--- src/rtl/blink_scheduler_if.sv ---
// Board-side bundle for blink_scheduler: run control, the configuration write
// port and the LED outputs. The master (board / bench) drives run and cfg_*,
// the slave (scheduler) drives led and running.
//
// Handshake: cfg_we is a one-cycle strobe with no ready or ack. The scheduler
// accepts a write on every edge where cfg_we is high, in any state, so the
// master may issue at most one write per cycle and never has to wait.
interface blink_scheduler_if #(
    parameter int NUM_CH = 3,
    parameter int CNT_W  = 4
) ();
    localparam int CH_W = (NUM_CH > 1) ? $clog2(NUM_CH) : 1;

    logic              run;
    logic              cfg_we;
    logic [CH_W-1:0]   cfg_ch;
    logic [CNT_W-1:0]  cfg_interval;
    logic              cfg_random;
    logic [NUM_CH-1:0] led;
    logic              running;

    modport master (
        output run,
        output cfg_we,
        output cfg_ch,
        output cfg_interval,
        output cfg_random,
        input  led,
        input  running
    );

    modport slave (
        input  run,
        input  cfg_we,
        input  cfg_ch,
        input  cfg_interval,
        input  cfg_random,
        output led,
        output running
    );
endinterface

--- src/rtl/blink_scheduler.sv ---
// blink_scheduler: sequences NUM_CH LED channels. Each channel counts down
// its reload value and emits a one-cycle registered led pulse when the count
// expires. The reload value is either the channel's programmed interval or a
// pseudo-random draw from a free-running 16-bit Fibonacci LFSR.
//
// Channel timing: the counters are loaded on the IDLE->ARM edge, so during the
// single ARM cycle every cnt already holds its reload value and led is 0. From
// the ARM->RUN edge onwards each edge either decrements (cnt>1), pulses and
// reloads (cnt==1) or reloads silently (cnt==0, a channel just enabled). With
// a fixed interval N the first pulse is therefore registered N edges after
// the ARM edge and the period is exactly N; N=1 keeps led high.
//
// Configuration goes to a shadow register per channel. The running count is
// never touched by a write; the new value is picked up at the next reload or
// at the next ARM. A reload on the same edge as a write uses the old value,
// which falls out naturally because reload is decoded from the registered
// shadow state.
//
// LFSR_SEED must be nonzero (an all-zero Fibonacci LFSR locks up), and
// NUM_CH*CNT_W must not exceed 16 so that every channel has its own slice.
module blink_scheduler #(
    parameter int                      NUM_CH        = 3,
    parameter int                      CNT_W         = 4,
    parameter logic [15:0]             LFSR_SEED     = 16'hACE1,
    parameter int                      RAND_MIN      = 2,
    parameter logic [NUM_CH*CNT_W-1:0] DEF_INTERVALS = {4'd0, 4'd5, 4'd10},
    parameter logic [NUM_CH-1:0]       DEF_RANDOM    = 3'b100
) (
    input  logic                clk,
    input  logic                rstbtn,
    blink_scheduler_if.slave    bus,
    output logic [1:0]          state_dbg
);
    localparam int CH_W = (NUM_CH > 1) ? $clog2(NUM_CH) : 1;

    localparam logic [CNT_W-1:0] CNT_ZERO = '0;
    localparam logic [CNT_W-1:0] CNT_ONE  = CNT_W'(1);
    localparam logic [CNT_W-1:0] RMIN     = CNT_W'(RAND_MIN);

    typedef enum logic [1:0] {
        IDLE = 2'd0,
        ARM  = 2'd1,
        RUN  = 2'd2
    } state_t;

    state_t            state;
    logic [15:0]       lfsr;
    logic              lfsr_fb;
    logic [CNT_W-1:0]  cnt     [NUM_CH];
    logic [CNT_W-1:0]  sh_int  [NUM_CH];
    logic [NUM_CH-1:0] sh_rnd;
    logic [CNT_W-1:0]  draw    [NUM_CH];
    logic [CNT_W-1:0]  reload  [NUM_CH];
    logic [NUM_CH-1:0] led_q;
    logic              running_q;

    assign bus.led     = led_q;
    assign bus.running = running_q;
    assign state_dbg   = state;

    // Feedback for x^16+x^14+x^13+x^11+1, shifting right into bit 15.
    assign lfsr_fb = lfsr[0] ^ lfsr[2] ^ lfsr[3] ^ lfsr[5];

    // Per-channel reload value decoded from the current shadow config and LFSR.
    always_comb begin
        for (int i = 0; i < NUM_CH; i++) begin
            draw[i] = lfsr[i*CNT_W +: CNT_W];
            if (draw[i] < RMIN) begin
                draw[i] = RMIN;
            end
            if (sh_int[i] == CNT_ZERO) begin
                reload[i] = CNT_ZERO;
            end else if (sh_rnd[i]) begin
                reload[i] = draw[i];
            end else begin
                reload[i] = sh_int[i];
            end
        end
    end

    // Scheduler FSM with LFSR, shadow config, counters and registered outputs.
    always_ff @(posedge clk) begin
        if (rstbtn) begin
            state     <= IDLE;
            led_q     <= '0;
            running_q <= 1'b0;
            lfsr      <= LFSR_SEED;
            sh_rnd    <= DEF_RANDOM;
            for (int i = 0; i < NUM_CH; i++) begin
                cnt[i]    <= CNT_ZERO;
                sh_int[i] <= DEF_INTERVALS[i*CNT_W +: CNT_W];
            end
        end else begin
            // The LFSR free-runs in every state.
            lfsr <= {lfsr_fb, lfsr[15:1]};

            // Shadow writes; channel indices past NUM_CH match nothing.
            for (int i = 0; i < NUM_CH; i++) begin
                if (bus.cfg_we && (bus.cfg_ch == CH_W'(i))) begin
                    sh_int[i] <= bus.cfg_interval;
                    sh_rnd[i] <= bus.cfg_random;
                end
            end

            if (!bus.run) begin
                // Stop from any state, including ARM: clear counters and pulses.
                state     <= IDLE;
                led_q     <= '0;
                running_q <= 1'b0;
                for (int i = 0; i < NUM_CH; i++) begin
                    cnt[i] <= CNT_ZERO;
                end
            end else begin
                case (state)
                    IDLE: begin
                        state     <= ARM;
                        led_q     <= '0;
                        running_q <= 1'b0;
                        for (int i = 0; i < NUM_CH; i++) begin
                            cnt[i] <= reload[i];
                        end
                    end
                    ARM, RUN: begin
                        state     <= RUN;
                        running_q <= 1'b1;
                        for (int i = 0; i < NUM_CH; i++) begin
                            if (cnt[i] == CNT_ONE) begin
                                led_q[i] <= 1'b1;
                                cnt[i]   <= reload[i];
                            end else if (cnt[i] > CNT_ONE) begin
                                led_q[i] <= 1'b0;
                                cnt[i]   <= cnt[i] - CNT_ONE;
                            end else begin
                                led_q[i] <= 1'b0;
                                cnt[i]   <= reload[i];
                            end
                        end
                    end
                    default: begin
                        state     <= IDLE;
                        led_q     <= '0;
                        running_q <= 1'b0;
                        for (int i = 0; i < NUM_CH; i++) begin
                            cnt[i] <= CNT_ZERO;
                        end
                    end
                endcase
            end
        end
    end
endmodule

--- src/flat_wrapper.sv ---
// flat-port wrapper written by rule: the top's interface ports become plain ports
module blink_scheduler_flat 
#(
    parameter int                      NUM_CH        = 3,
    parameter int                      CNT_W         = 4,
    parameter logic [15:0]             LFSR_SEED     = 16'hACE1,
    parameter int                      RAND_MIN      = 2,
    parameter logic [NUM_CH*CNT_W-1:0] DEF_INTERVALS = {4'd0, 4'd5, 4'd10},
    parameter logic [NUM_CH-1:0]       DEF_RANDOM    = 3'b100
)
  (clk, rstbtn, state_dbg, bus_run, bus_cfg_we, bus_cfg_ch, bus_cfg_interval, bus_cfg_random, bus_led, bus_running);
  blink_scheduler_if #(.NUM_CH(NUM_CH), .CNT_W(CNT_W)) bus_i ();
  input  logic clk;
  input  logic rstbtn;
  output logic [1:0] state_dbg;
  input wire logic [$bits(bus_i.run)-1:0] bus_run;
  input wire logic [$bits(bus_i.cfg_we)-1:0] bus_cfg_we;
  input wire logic [$bits(bus_i.cfg_ch)-1:0] bus_cfg_ch;
  input wire logic [$bits(bus_i.cfg_interval)-1:0] bus_cfg_interval;
  input wire logic [$bits(bus_i.cfg_random)-1:0] bus_cfg_random;
  output wire logic [$bits(bus_i.led)-1:0] bus_led;
  output wire logic [$bits(bus_i.running)-1:0] bus_running;
  assign bus_i.run = bus_run;
  assign bus_i.cfg_we = bus_cfg_we;
  assign bus_i.cfg_ch = bus_cfg_ch;
  assign bus_i.cfg_interval = bus_cfg_interval;
  assign bus_i.cfg_random = bus_cfg_random;
  assign bus_led = bus_i.led;
  assign bus_running = bus_i.running;
  blink_scheduler #(.NUM_CH(NUM_CH), .CNT_W(CNT_W), .LFSR_SEED(LFSR_SEED), .RAND_MIN(RAND_MIN), .DEF_INTERVALS(DEF_INTERVALS), .DEF_RANDOM(DEF_RANDOM)) u_core (.clk(clk), .rstbtn(rstbtn), .bus(bus_i), .state_dbg(state_dbg));
endmodule
--- config.mk ---
export PLATFORM = sky130hd
export DESIGN_NAME = blink_scheduler_flat
export DESIGN_NICKNAME = d
export VERILOG_FILES = /design/src/rtl/blink_scheduler_if.sv /design/src/rtl/blink_scheduler.sv /design/src/flat_wrapper.sv
export SDC_FILE = /design/constraint.sdc
export NUM_CORES = 1
export LEC_CHECK = 0
export BUFFER_PORTS_ARGS = -buffer_cell sky130_fd_sc_hd__clkbuf_2
export CAP_MARGIN = 20
export CELL_PAD_IN_SITES_DETAIL_PLACEMENT = 0
export CELL_PAD_IN_SITES_GLOBAL_PLACEMENT = 2
export CORE_MARGIN = 4
export CORE_UTILIZATION = 44
export CTS_BUF_LIST = sky130_fd_sc_hd__clkbuf_4 sky130_fd_sc_hd__clkbuf_8
export DETAILED_ROUTE_END_ITERATION = 6
export PLACE_DENSITY = 0.95
export SYNTH_ARGS = -nofsm -noshare
export SYNTH_HDL_FRONTEND = slang
export SYNTH_SLANG_ARGS = --single-unit
--- constraint.sdc ---
create_clock -name clk -period 4 [get_ports clk]
set_input_delay 0.8 -clock clk [delete_from_list [all_inputs] [get_ports clk]]
set_output_delay 0.8 -clock clk [all_outputs]
set_load 0.02 [all_outputs]
; ---- Word-level counts from Yosys, hierarchy flattened
; Memory sizes are Yosys's and may differ from the RTL's.
; Cells that the tools add are included.
; W data, S select, Z words.
[word_totals]
reg_bits = 25
ram_bits = 24
inputBits = 11
out_inout_bits = 6
memories = 2
[classes]
n_addsub = 3
magnitude_cmp = 6
eq_ne = 7
muxes = 105
bitwise_logic = 26
reduce_logical = 12
[memory_table]
columns = name, depth, word_bits, rd, rd_clocked_by_memory_dff, write_ports, line_no
row1 = u_core.cnt, 3, 4, 3, 0, 3, blink_scheduler.sv:49  ; logic [CNT_W-1:0] cnt [NUM_CH];
row2 = u_core.sh_int, 3, 4, 3, 0, 3, blink_scheduler.sv:50  ; logic [CNT_W-1:0] sh_int [NUM_CH];
[op_table]
columns = operator, count
row1 = $mux W4, 30
row2 = $mux W1, 74
row3 = $or A1 B1 Y1, 21
row4 = $eq A4 B1 Y1 const B, 3
row5 = $gt A4 B1 Y1 const B, 3
row6 = $logic_not A4 Y1, 3
row7 = $lt A4 B2 Y1 const B, 3
row8 = $sub A4 B1 Y4 const B, 3
row9 = $reduce_or A3 Y1, 2
row10 = $eq A2 B1 Y1 const B, 2
row11 = $eq A2 B2 Y1 const B, 2
row12 = $logic_not A2 Y1, 2
row13 = $pmux W2 S2, 1
row14 = $reduce_or A2 Y1, 2
row15 = $logic_and A1 B1 Y1, 3
row16 = $xor A1 B1 Y1, 3
row17 = $not A1 Y1, 2

; ---- Depth between registers and ports, before layout
; Gate-level depths: netlist of run 1.
[depth]
depth_word = 10
ltp_mapped = 8
mapped_depth_nobuf = 7

; ---- Worst setup path before layout of run 1
; Ideal clock, no wire load.
[synth_path]
path_type = input to register
start = input port rstbtn
end = memory u_core.cnt[2][0], in the netlist u_core.cnt[0][8] (data pin)
setup_time_ps = 259
t_arrival_ps = 1708
slack_ps = 2033
cell_stages = 7
path_buffers = 2
path_cell_list = buf_6 nand3b_4 inv_4 and4b_1 buf_6 mux2i_1 o21ai_1
[synth_lines]
columns = item, line_no
row1 = start: declaration, flat_wrapper.sv:14  ; input logic rstbtn;
row2 = end: declaration, blink_scheduler.sv:49

==> results of run 1 <==
[synthesized netlist by cell type, drive strengths merged, types with 2 or more instances]
library cell	n
a211oi	4
a21o	2
a21oi	8
and2	4
buf	4
clkbuf	5
dfxtp	32
edfxtp	16
ha	9
inv	15
mux2i	9
nand2	12
nand2b	9
nand3	3
nand3b	4
nand4bb	2
nor2	14
nor2b	12
nor3	2
nor3b	2
nor4	2
o21a	2
o21ai	5
o221ai	4
o311a	2
o31ai	5
or2	9
or4	3
xor2	3
[power by group through the flow]
| stage | sequential [mW] | combinational (mW) | clock, mW |
|---|---|---|---|
| final | 0.567 | 0.132 | 0.302 |
| after global routing | 0.573 | 0.151 | 0.334 |
| after CTS | 0.567 | 0.134 | 0.312 |
| after detailed placement | 0.578 | 0.132 | 0 |
| after global placement | 0.578 | 0.132 | 0 |
| after floorplan | 0.570 | 0.105 | 0 |
[layer usage]
metal  vias up  wire (um)  share of wire [%]
li1        826          -                  -
met1       731       2089                 50
met2        25       1871                 45
met3         5        175                4.2
met4         0         57                1.4
met5         -          0                  0
[metrics by stage]
step | hold WS [ns] | utilization [%] | area, um2
after floorplan | 0.3895 | - | 2321
after global placement | 0.3920 | 47.67 | 2435
after detailed placement | 0.3946 | 47.67 | 2435
after CTS | 0.4178 | 49.53 | 2530
after global routing | 0.4381 | 49.53 | 2530
final | 0.4166 | 49.53 | 2530
[sequential cells by signal (all words and copies together) (netlist names)]
| name | count |
|---|---|
| u_core.cnt | 12 |
| u_core.bus.led | 3 |
| u_core.state_dbg | 2 |
| u_core.sh_int | 12 |
| u_core.lfsr | 16 |
| u_core.sh_rnd | 3 |
[path summary, 6_finish.rpt]
kind / from / endpoint / depth (start not counted) / slack [ns]
min: u_core.lfsr[12] / u_core.lfsr[11] / 1 / 0.42
max: u_core.state_dbg[1] / u_core.cnt[0][8] / 7 / 1.82
max reg2reg: u_core.state_dbg[1] / u_core.cnt[0][8] / 7 / 1.82
min reg2reg: u_core.lfsr[12] / u_core.lfsr[11] / 1 / 0.42
[final cells by class]
class                           count  share of cell area (%)
Sequential cell                    48                   44.31
Tap cell                           70                   3.462
Clock inverter                      3                   1.039
Multi-Input combinational cell    150                   42.98
Inverter                           15                   2.324
Clock buffer                        5                   2.720
Timing Repair Buffer               16                   3.165
[logic make-up (layout without fill, tap and decap cells)]
group / after synthesis / after routing / share of synthesized area (%)
and+or+nand+nor: 83 / 83 / 22.05
muxes: 10 / 10 / 4.367
xor gates and xnor gates: 4 / 4 / 1.510
adders and majority gates: 9 / 9 / 4.852
AOI/OAI and AO/OA: 44 / 44 / 14.07
buffers and inverters: 24 / 39 / 4.852
DFF: 48 / 48 / 48.30
==> run_results.csv, run 1 <==
group,metric,value,unit
sta,clock_skew,0.006415,ns
yosys,synth_flop_cell,"dfxtp_1",
power_and_ir_drop,pwr-share-seq,56.6,%
placement,gp_congestion,0.8209,
sta,setup_viol_count_final,0,
sta,slew_viol_final,0,
clocking,cts.sinks,48,
status,status,"completed",
grt,grt_pass1_wl,7.341,mm
setup_path,critPathTopFamily,"adder cells",
grt,use_met2,22.85,%
floorplan,initial_core_util,45.44,%
final_layout,nets,256,
setup_path,cp_slowest_cell,"ha_1",
yosys,postSynthCellCount,222,
final_layout,fillers,488,
final_layout,final_common_cell,"dfxtp_1",
floorplan,placementRows,26,
detailed_routing,wl_per_cell,13.66,um
yosys,ys_ff_latch,48,
floorplan,die_x,80.63,um
grt,grt_pass1_vias,1562,
detailed_routing,viasPerCell,5.169,
setup_path,startpoint_type,"register",
power_and_ir_drop,cellPowerDensity,395.6,nW/um2
yosys,syn_nets,242,
floorplan,die_area,6501,um2
final_layout,n_antenna_cell,0,
setup_path,cp.required,4.06,ns
setup_path,cp.arrival,2.24,ns
hold_path,worstHoldPathType,"register to register",
power_and_ir_drop,power.net_switching,272.7,uW
yosys,avgSynthCellArea,10.45,um2
setup_path,worstSetupPathType,"register to register",
sta,tns,0,ns
detailed_routing,drc,0,
detailed_routing,drtPass1Iterations,4,
yosys,yosys-top-cells-area,"dfxtp_1 (28%), edfxtp_1 (21%), ha_1 (4.9%)",
grt,met3_usage,3.139,%
power_and_ir_drop,p_int,728.2,uW
setup_path,crit_path_cell_trace,"inv_1 > ha_1 > nand3b_4 > inv_4 > and4b_1 > mux2i_1 > o21ai_1",
placement,io_buffers,16,
sta,slew_headroom,52.61,%
detailed_routing,wl,4.194,mm
sta,worst_pin_slew,0.7043,ns
detailed_routing,ant_nets,0,
final_layout,synthToLayoutAreaGrowth,9.003,%
floorplan,pin_count,17,
sta,min_period,2.177,ns
grt,grt-busiest-layer,"met2",
grt,grt_usage,14.72,%
placement,post-place-ws,1.559,ns
grt,grt_start_max_net_pins,29,
power_and_ir_drop,p_total,1.001,mW
yosys,ys_async_sr_fraction,0,%
yosys,yosysWarnings,0,
clocking,cts_resized,0,
yosys,ys_seq_area_share,48.30,%
setup_path,max_stage_delay,0.58,ns
sta,fin_crit_sh,54.42,%
final_layout,final_cell_mix,"dfxtp_1 (32), clkbuf_2 (16), edfxtp_1 (16)",
clocking,hold_buffers,0,
yosys,yosysUniqueCellTypes,57,
sta,hold_viol,0,
clocking,cts_buffer_depth,2,
placement,dp_hpwl,3.135,mm
final_layout,layout-drive-gt1-share,17.72,%
sta,rsz0062_at_grt,"no",
detailed_routing,initialDrtViolationCount,67,
grt,grt_overflow,0,
yosys,synth_area,2321,um2
power_and_ir_drop,power_leakage,1.010,nW
power_and_ir_drop,pwr-share-comb,13.2,%
setup_path,crit_buf_inv,2,
grt,antenna_found_initial,0,
power_and_ir_drop,peakVddDrop,249.8,uV
final_layout,multi_input_area,1087,um2
clocking,cts_root_buf,"clkbuf_8",
setup_path,end_kind,"register",
detailed_routing,num_vias,1587,
power_and_ir_drop,p_clk_share,30.1,%
clocking,h-tree-depth,2,
clocking,clk_latency,0.30,ns
placement,place_inst,299,
power_and_ir_drop,swShare,27.25,%
clocking,cts_made_buffers,5,
flow_run,maxCapViolations,0,
yosys,synth_edf_count,16,
clocking,post-cts-setup-buffers,0,
grt,grt_use_met1,19.79,%
yosys,synth_top_area_share,27.60,%
floorplan,coreArea,5107,um2
setup_path,worst-path-max-fanout,11,
yosys,yosysTopAreaCell,"dfxtp_1",
clocking,cts_tree,"yes",
floorplan,die_y,80.63,um
clocking,clk_pin_slew_worst_paths,0.10,ns
sta,setup_slack,1.823,ns
final_layout,final_cell_count_no_fill,307,
final_layout,seqCellArea,1121,um2
sta,max_freq,459.4,MHz
Note: power is estimated with default switching activity, not from simulation.
==> inputs of run 2 (changes only) <==
--- a/config.mk
+++ b/config.mk
@@ -10,10 +10,10 @@
 export CELL_PAD_IN_SITES_DETAIL_PLACEMENT = 0
 export CELL_PAD_IN_SITES_GLOBAL_PLACEMENT = 2
 export CORE_MARGIN = 4
-export CORE_UTILIZATION = 44
+export CORE_UTILIZATION = 37
 export CTS_BUF_LIST = sky130_fd_sc_hd__clkbuf_4 sky130_fd_sc_hd__clkbuf_8
 export DETAILED_ROUTE_END_ITERATION = 6
-export PLACE_DENSITY = 0.95
+export PLACE_DENSITY = 0.86
 export SYNTH_ARGS = -nofsm -noshare
 export SYNTH_HDL_FRONTEND = slang
 export SYNTH_SLANG_ARGS = --single-unit
==> constraint.sdc (replaced) <==
create_clock -name clk -period 2 [get_ports clk]
set_input_delay 0.4 -clock clk [delete_from_list [all_inputs] [get_ports clk]]
set_output_delay 0.4 -clock clk [all_outputs]
set_load 0.02 [all_outputs]
==> run_results.csv, run 2 (same netlist as run 1, synthesis figures left out) <==
group,metric,value,unit
power_and_ir_drop,power_leakage,1.045,nW
status,status,"completed",
placement,gp_congestion,0.8214,
detailed_routing,initialDrtViolationCount,55,
flow_run,maxCapViolations,0,
grt,grt_pass1_vias,1512,
setup_path,cp.required,2.05,ns
floorplan,pin_count,17,
setup_path,r2r_cells,7,
floorplan,coreArea,5991,um2
sta,worst_pin_slew,0.6684,ns
setup_path,startpoint_type,"register",
detailed_routing,drtPass1Iterations,4,
floorplan,die_area,7604,um2
setup_path,worstSetupPathType,"register to register",
clocking,cts_resized,0,
setup_path,max_stage_delay,0.38,ns
grt,grt_usage,12.00,%
final_layout,largest_reg_flops,16,
setup_path,crit_path_cell_trace,"inv_1 > ha_1 > nand3b_4 > inv_4 > and4b_2 > mux2i_1 > o21ai_1",
final_layout,final_common_cell,"dfxtp_1",
setup_path,crit_start,"u_core.state_dbg[1]",
setup_path,cp_slowest_cell,"dfxtp_1",
detailed_routing,drc,0,
clocking,cts_tree,"yes",
clocking,clk_latency,0.30,ns
detailed_routing,ant_nets,0,
setup_path,worst-path-max-fanout,7,
final_layout,top_regs,"u_core.lfsr x16, u_core.cnt x12, u_core.sh_int x12",
grt,grt_overflow,0,
placement,dp_hpwl,3.165,mm
sta,slew_headroom,54.88,%
sta,hold_ws,0.3676,ns
setup_path,r2r-start,"u_core.state_dbg[1]",
sta,hold_viol,0,
sta,rsz0062_at_grt,"no",
floorplan,placementRows,28,
final_layout,n_antenna_cell,0,
final_layout,layout-drive-gt1-share,19.42,%
final_layout,nets,261,
floorplan,die_y,87.20,um
power_and_ir_drop,p_total,2.117,mW
hold_path,worstHoldPathType,"input port to register",
clocking,cts.sinks,48,
clocking,clk_pin_slew_worst_paths,0.08,ns
sta,max_freq,539.4,MHz
setup_path,worstSetupEndpoint,"u_core.cnt[0][8]",
setup_path,end_kind,"register",
sta,setup_viol_count_final,0,
grt,antenna_found_initial,0,
sta,slew_viol_final,0,
grt,grt_start_max_net_pins,24,
final_layout,final_cell_mix,"dfxtp_1 (32), clkbuf_2 (16), edfxtp_1 (16)",
clocking,post-cts-setup-buffers,0,
setup_path,r2r_slack,0.15,ns
power_and_ir_drop,cellPowerDensity,815.4,nW/um2
clocking,hold_buffers,0,
power_and_ir_drop,peakVddDrop,455.9,uV
placement,io_buffers,16,
clocking,cts_root_buf,"clkbuf_8",
sta,tns,0,ns
clocking,cts_buffer_depth,2,
final_layout,fin_util,43.34,%
detailed_routing,num_vias,1583,
clocking,cts_made_buffers,5,
floorplan,die_x,87.20,um
sta,fin_crit_sh,92.69,%
clocking,h-tree-depth,2,
detailed_routing,wl,4.168,mm
floorplan,initial_core_util,38.74,%
sta,min_period,1.854,ns
detailed_routing,viasPerCell,4.994,
grt,grt_pass1_wl,7.038,mm
detailed_routing,wl_per_cell,13.15,um
setup_path,r2r_end,"u_core.cnt[0][8]",
final_layout,fillers,578,
final_layout,synthToLayoutAreaGrowth,11.86,%
sta,clock_skew,0.009515,ns
final_layout,largest_register,"u_core.lfsr",
setup_path,cp.arrival,1.90,ns
run 2: where the power goes:
group	switching, mW	internal (mW)
Clock	0.308	0.403
Combinational	0.145	0.127
Sequential	0.0553	1.08
Total	0.509	1.61
run 2: final cells by class:
class | instances | area [um2] | share of cell area [%]
Clock buffer | 6 | 82.58 | 3.181
Clock inverter | 2 | 33.78 | 1.301
Inverter | 15 | 58.81 | 2.265
Multi-Input combinational cell | 150 | 1089 | 41.93
Sequential cell | 48 | 1121 | 43.18
Tap cell | 75 | 93.84 | 3.614
Timing Repair Buffer | 21 | 117.6 | 4.530
run 2: worst min path at each step:
stage / startpoint / end / slack, ns / cells past startpoint
floorplan: u_core.lfsr[12] / u_core.lfsr[11] / 0.39 / 1
global placement: u_core.lfsr[12] / u_core.lfsr[11] / 0.39 / 1
detailed placement: u_core.lfsr[12] / u_core.lfsr[11] / 0.40 / 1
CTS: bus_cfg_interval[3] / u_core.sh_int[0][3] / 0.36 / 2
global route: bus_cfg_random / u_core.sh_rnd[2] / 0.36 / 3
finish: bus_cfg_random / u_core.sh_rnd[2] / 0.37 / 3
run 2: metal layers:
metal	routed length (um)	track usage [%]	vias up
met5	0	0	-
met4	26	4.324	0
met3	216	4.068	2
met2	1875	18.15	31
met1	2050	15.94	718
li1	-	-	832
run 2: through the flow:
stage | area [um2] | setup slack [ns] | cells
6_report | 2596 | 0.1462 | 317
5_1_grt | 2596 | 0.01631 | 317
4_1_cts | 2595 | 0.1109 | 317
3_5_place_dp | 2479 | 0.1279 | 309
3_3_place_gp | 2479 | 0.2007 | 309
2_1_floorplan | 2321 | 0.1353 | 222
run 2: critical path: cells and delay by family, from the launching register on:
| family | cells | cell delay (ns) |
|---|---|---|
| AOI/OAI and AO/OA | 1 | 0.08 |
| buffers and inverters | 2 | 0.18 |
| and+or+nand+nor | 2 | 0.42 |
| muxes | 1 | 0.22 |
| adders and majority gates | 1 | 0.34 |
| DFF | 1 | 0.38 |
==> inputs of run 3 (changes only) <==
--- a/config.mk
+++ b/config.mk
@@ -13,7 +13,7 @@
 export CORE_UTILIZATION = 37
 export CTS_BUF_LIST = sky130_fd_sc_hd__clkbuf_4 sky130_fd_sc_hd__clkbuf_8
 export DETAILED_ROUTE_END_ITERATION = 6
-export PLACE_DENSITY = 0.86
+export PLACE_DENSITY = 0.74
 export SYNTH_ARGS = -nofsm -noshare
 export SYNTH_HDL_FRONTEND = slang
 export SYNTH_SLANG_ARGS = --single-unit
==> run_results.csv, run 3 (same netlist as run 1, synthesis figures left out) <==
group,metric,value,unit
detailed_routing,wl,4.380,mm
hold_path,worstHoldPathType,"input port to register",
floorplan,coreArea,5991,um2
final_layout,synthToLayoutAreaGrowth,10.78,%
floorplan,placementRows,28,
clocking,h-tree-depth,2,
setup_path,worst-path-max-fanout,7,
final_layout,n_antenna_cell,0,
floorplan,die_x,87.20,um
floorplan,die_y,87.20,um
detailed_routing,initialDrtViolationCount,60,
detailed_routing,drtPass1Iterations,4,
setup_path,startpoint_type,"register",
clocking,cts.sinks,48,
grt,grt_pass1_wl,7.728,mm
power_and_ir_drop,cellPowerDensity,777.7,nW/um2
sta,slew_viol_final,0,
sta,setup_viol_count_final,0,
sta,tns,0,ns
clocking,cts_tree,"yes",
sta,worst_pin_slew,0.6520,ns
detailed_routing,wl_per_cell,13.82,um
placement,io_buffers,16,
sta,max_freq,548.0,MHz
setup_path,end_kind,"register",
final_layout,final_cell_mix,"dfxtp_1 (32), clkbuf_2 (16), edfxtp_1 (16)",
power_and_ir_drop,p_total,2.000,mW
grt,grt_usage,13.07,%
detailed_routing,drc,0,
final_layout,top_regs,"u_core.lfsr x16, u_core.cnt x12, u_core.sh_int x12",
clocking,clk_pin_slew_worst_paths,0.09,ns
sta,clock_skew,0.008105,ns
status,status,"completed",
clocking,clk_latency,0.30,ns
setup_path,max_stage_delay,0.38,ns
setup_path,cp.arrival,1.89,ns
grt,grt_overflow,0,
detailed_routing,num_vias,1585,
power_and_ir_drop,power.net_switching,543.1,uW
floorplan,initial_core_util,38.74,%
clocking,hold_buffers,0,
grt,grt_pass1_vias,1611,
setup_path,cp_slowest_cell,"dfxtp_1",
detailed_routing,ant_nets,0,
clocking,cts_buffer_depth,2,
sta,slew_headroom,55.98,%
final_layout,largest_register,"u_core.lfsr",
final_layout,largest_reg_flops,16,
clocking,cts_made_buffers,5,
power_and_ir_drop,power_leakage,1.035,nW
power_and_ir_drop,peakVddDrop,344.8,uV
power_and_ir_drop,pwr-share-seq,56.8,%
clocking,cts_root_buf,"clkbuf_8",
placement,gp_congestion,0.7289,
power_and_ir_drop,swShare,27.16,%
sta,fin_crit_sh,91.25,%
floorplan,pin_count,17,
power_and_ir_drop,p_int,1.456,mW
grt,antenna_found_initial,0,
setup_path,crit_path_cell_trace,"inv_1 > ha_1 > nand3b_4 > inv_4 > and4b_2 > mux2i_1 > o21ai_1",
final_layout,nets,261,
setup_path,cp.required,2.06,ns
power_and_ir_drop,p_clk_share,29.6,%
grt,grt_start_max_net_pins,24,
detailed_routing,viasPerCell,5.000,
flow_run,maxCapViolations,0,
setup_path,critPathTopFamily,"simple AND/OR/NAND/NOR gates",
placement,dp_hpwl,3.313,mm
final_layout,final_common_cell,"dfxtp_1",
power_and_ir_drop,pwr-share-comb,13.6,%
sta,min_period,1.825,ns
sta,hold_viol,0,
floorplan,die_area,7604,um2
sta,rsz0062_at_grt,"no",
final_layout,fillers,583,
setup_path,worstSetupPathType,"register to register",
setup_path,crit_buf_inv,2,
final_layout,layout-drive-gt1-share,19.83,%
run 3: worst register-to-register path: cells and delay by family, from the launching register on:
kind            cells  cell delay, ns
compound gates      1            0.07
simple gates        2            0.42
buf+inv             2            0.18
flops               1            0.38
mux                 1            0.20
fa+ha+maj           1            0.33
run 3: layout make-up:
type / instances / area [um2] / area share, %
sequential: 48 / 1121 / 43.60
multi-input combinational: 150 / 1089 / 42.34
timing repair buffer: 21 / 117.6 / 4.574
tap: 75 / 93.84 / 3.650
clock buffer: 5 / 68.82 / 2.676
inverter: 15 / 58.81 / 2.287
clock inverter: 3 / 22.52 / 0.8759
run 3: worst paths after layout:
check,startpoint,endpoint,slack [ns],cells after the start
worst max-delay path,u_core.state_dbg[1],u_core.cnt[0][8],0.18,7
worst min-delay path,bus_cfg_interval[2],u_core.sh_int[0][6],0.37,2
worst max register to register,u_core.state_dbg[1],u_core.cnt[0][8],0.18,7
worst min register to register,u_core.lfsr[12],u_core.lfsr[11],0.42,1
run 3: power by group through the flow:
| stage | clock [mW] | sequential, mW | combinational, mW |
|---|---|---|---|
| final | 0.591 | 1.14 | 0.272 |
| after global placement | 0 | 1.16 | 0.275 |
| after detailed placement | 0 | 1.16 | 0.273 |
| after floorplan | 0 | 1.14 | 0.211 |
| after CTS | 0.611 | 1.14 | 0.274 |
| after global routing | 0.662 | 1.15 | 0.308 |
run 3: timing repair:
action / 4_1_cts / 5_1_grt
setup endpoints to repair: 0 / 1
setup buffers: 0 / 0
gates resized for setup: 0 / 1
run 3: stage by stage:
| step | std cells | worst slack (ns) | utilization [%] | cell area (um2) | hold slack (ns) |
|---|---|---|---|---|---|
| after floorplan | 222 | 0.1353 | - | 2321 | 0.3895 |
| after global placement | 309 | 0.1969 | 41.37 | 2479 | 0.3978 |
| after detailed placement | 309 | 0.1600 | 41.37 | 2479 | 0.3972 |
| after CTS | 317 | 0.1514 | 42.90 | 2570 | 0.3583 |
| after global routing | 317 | 0.01560 | 42.92 | 2571 | 0.3726 |
| final | 317 | 0.1751 | 42.92 | 2571 | 0.3672 |
run 3: metal layers:
layer / wire [um] / track usage [%] / vias up
li1: - / - / 828
met1: 2261 / 17.58 / 727
met2: 1897 / 20.70 / 26
met3: 170 / 3.406 / 4
met4: 51 / 3.766 / 0
met5: 0 / 0 / -
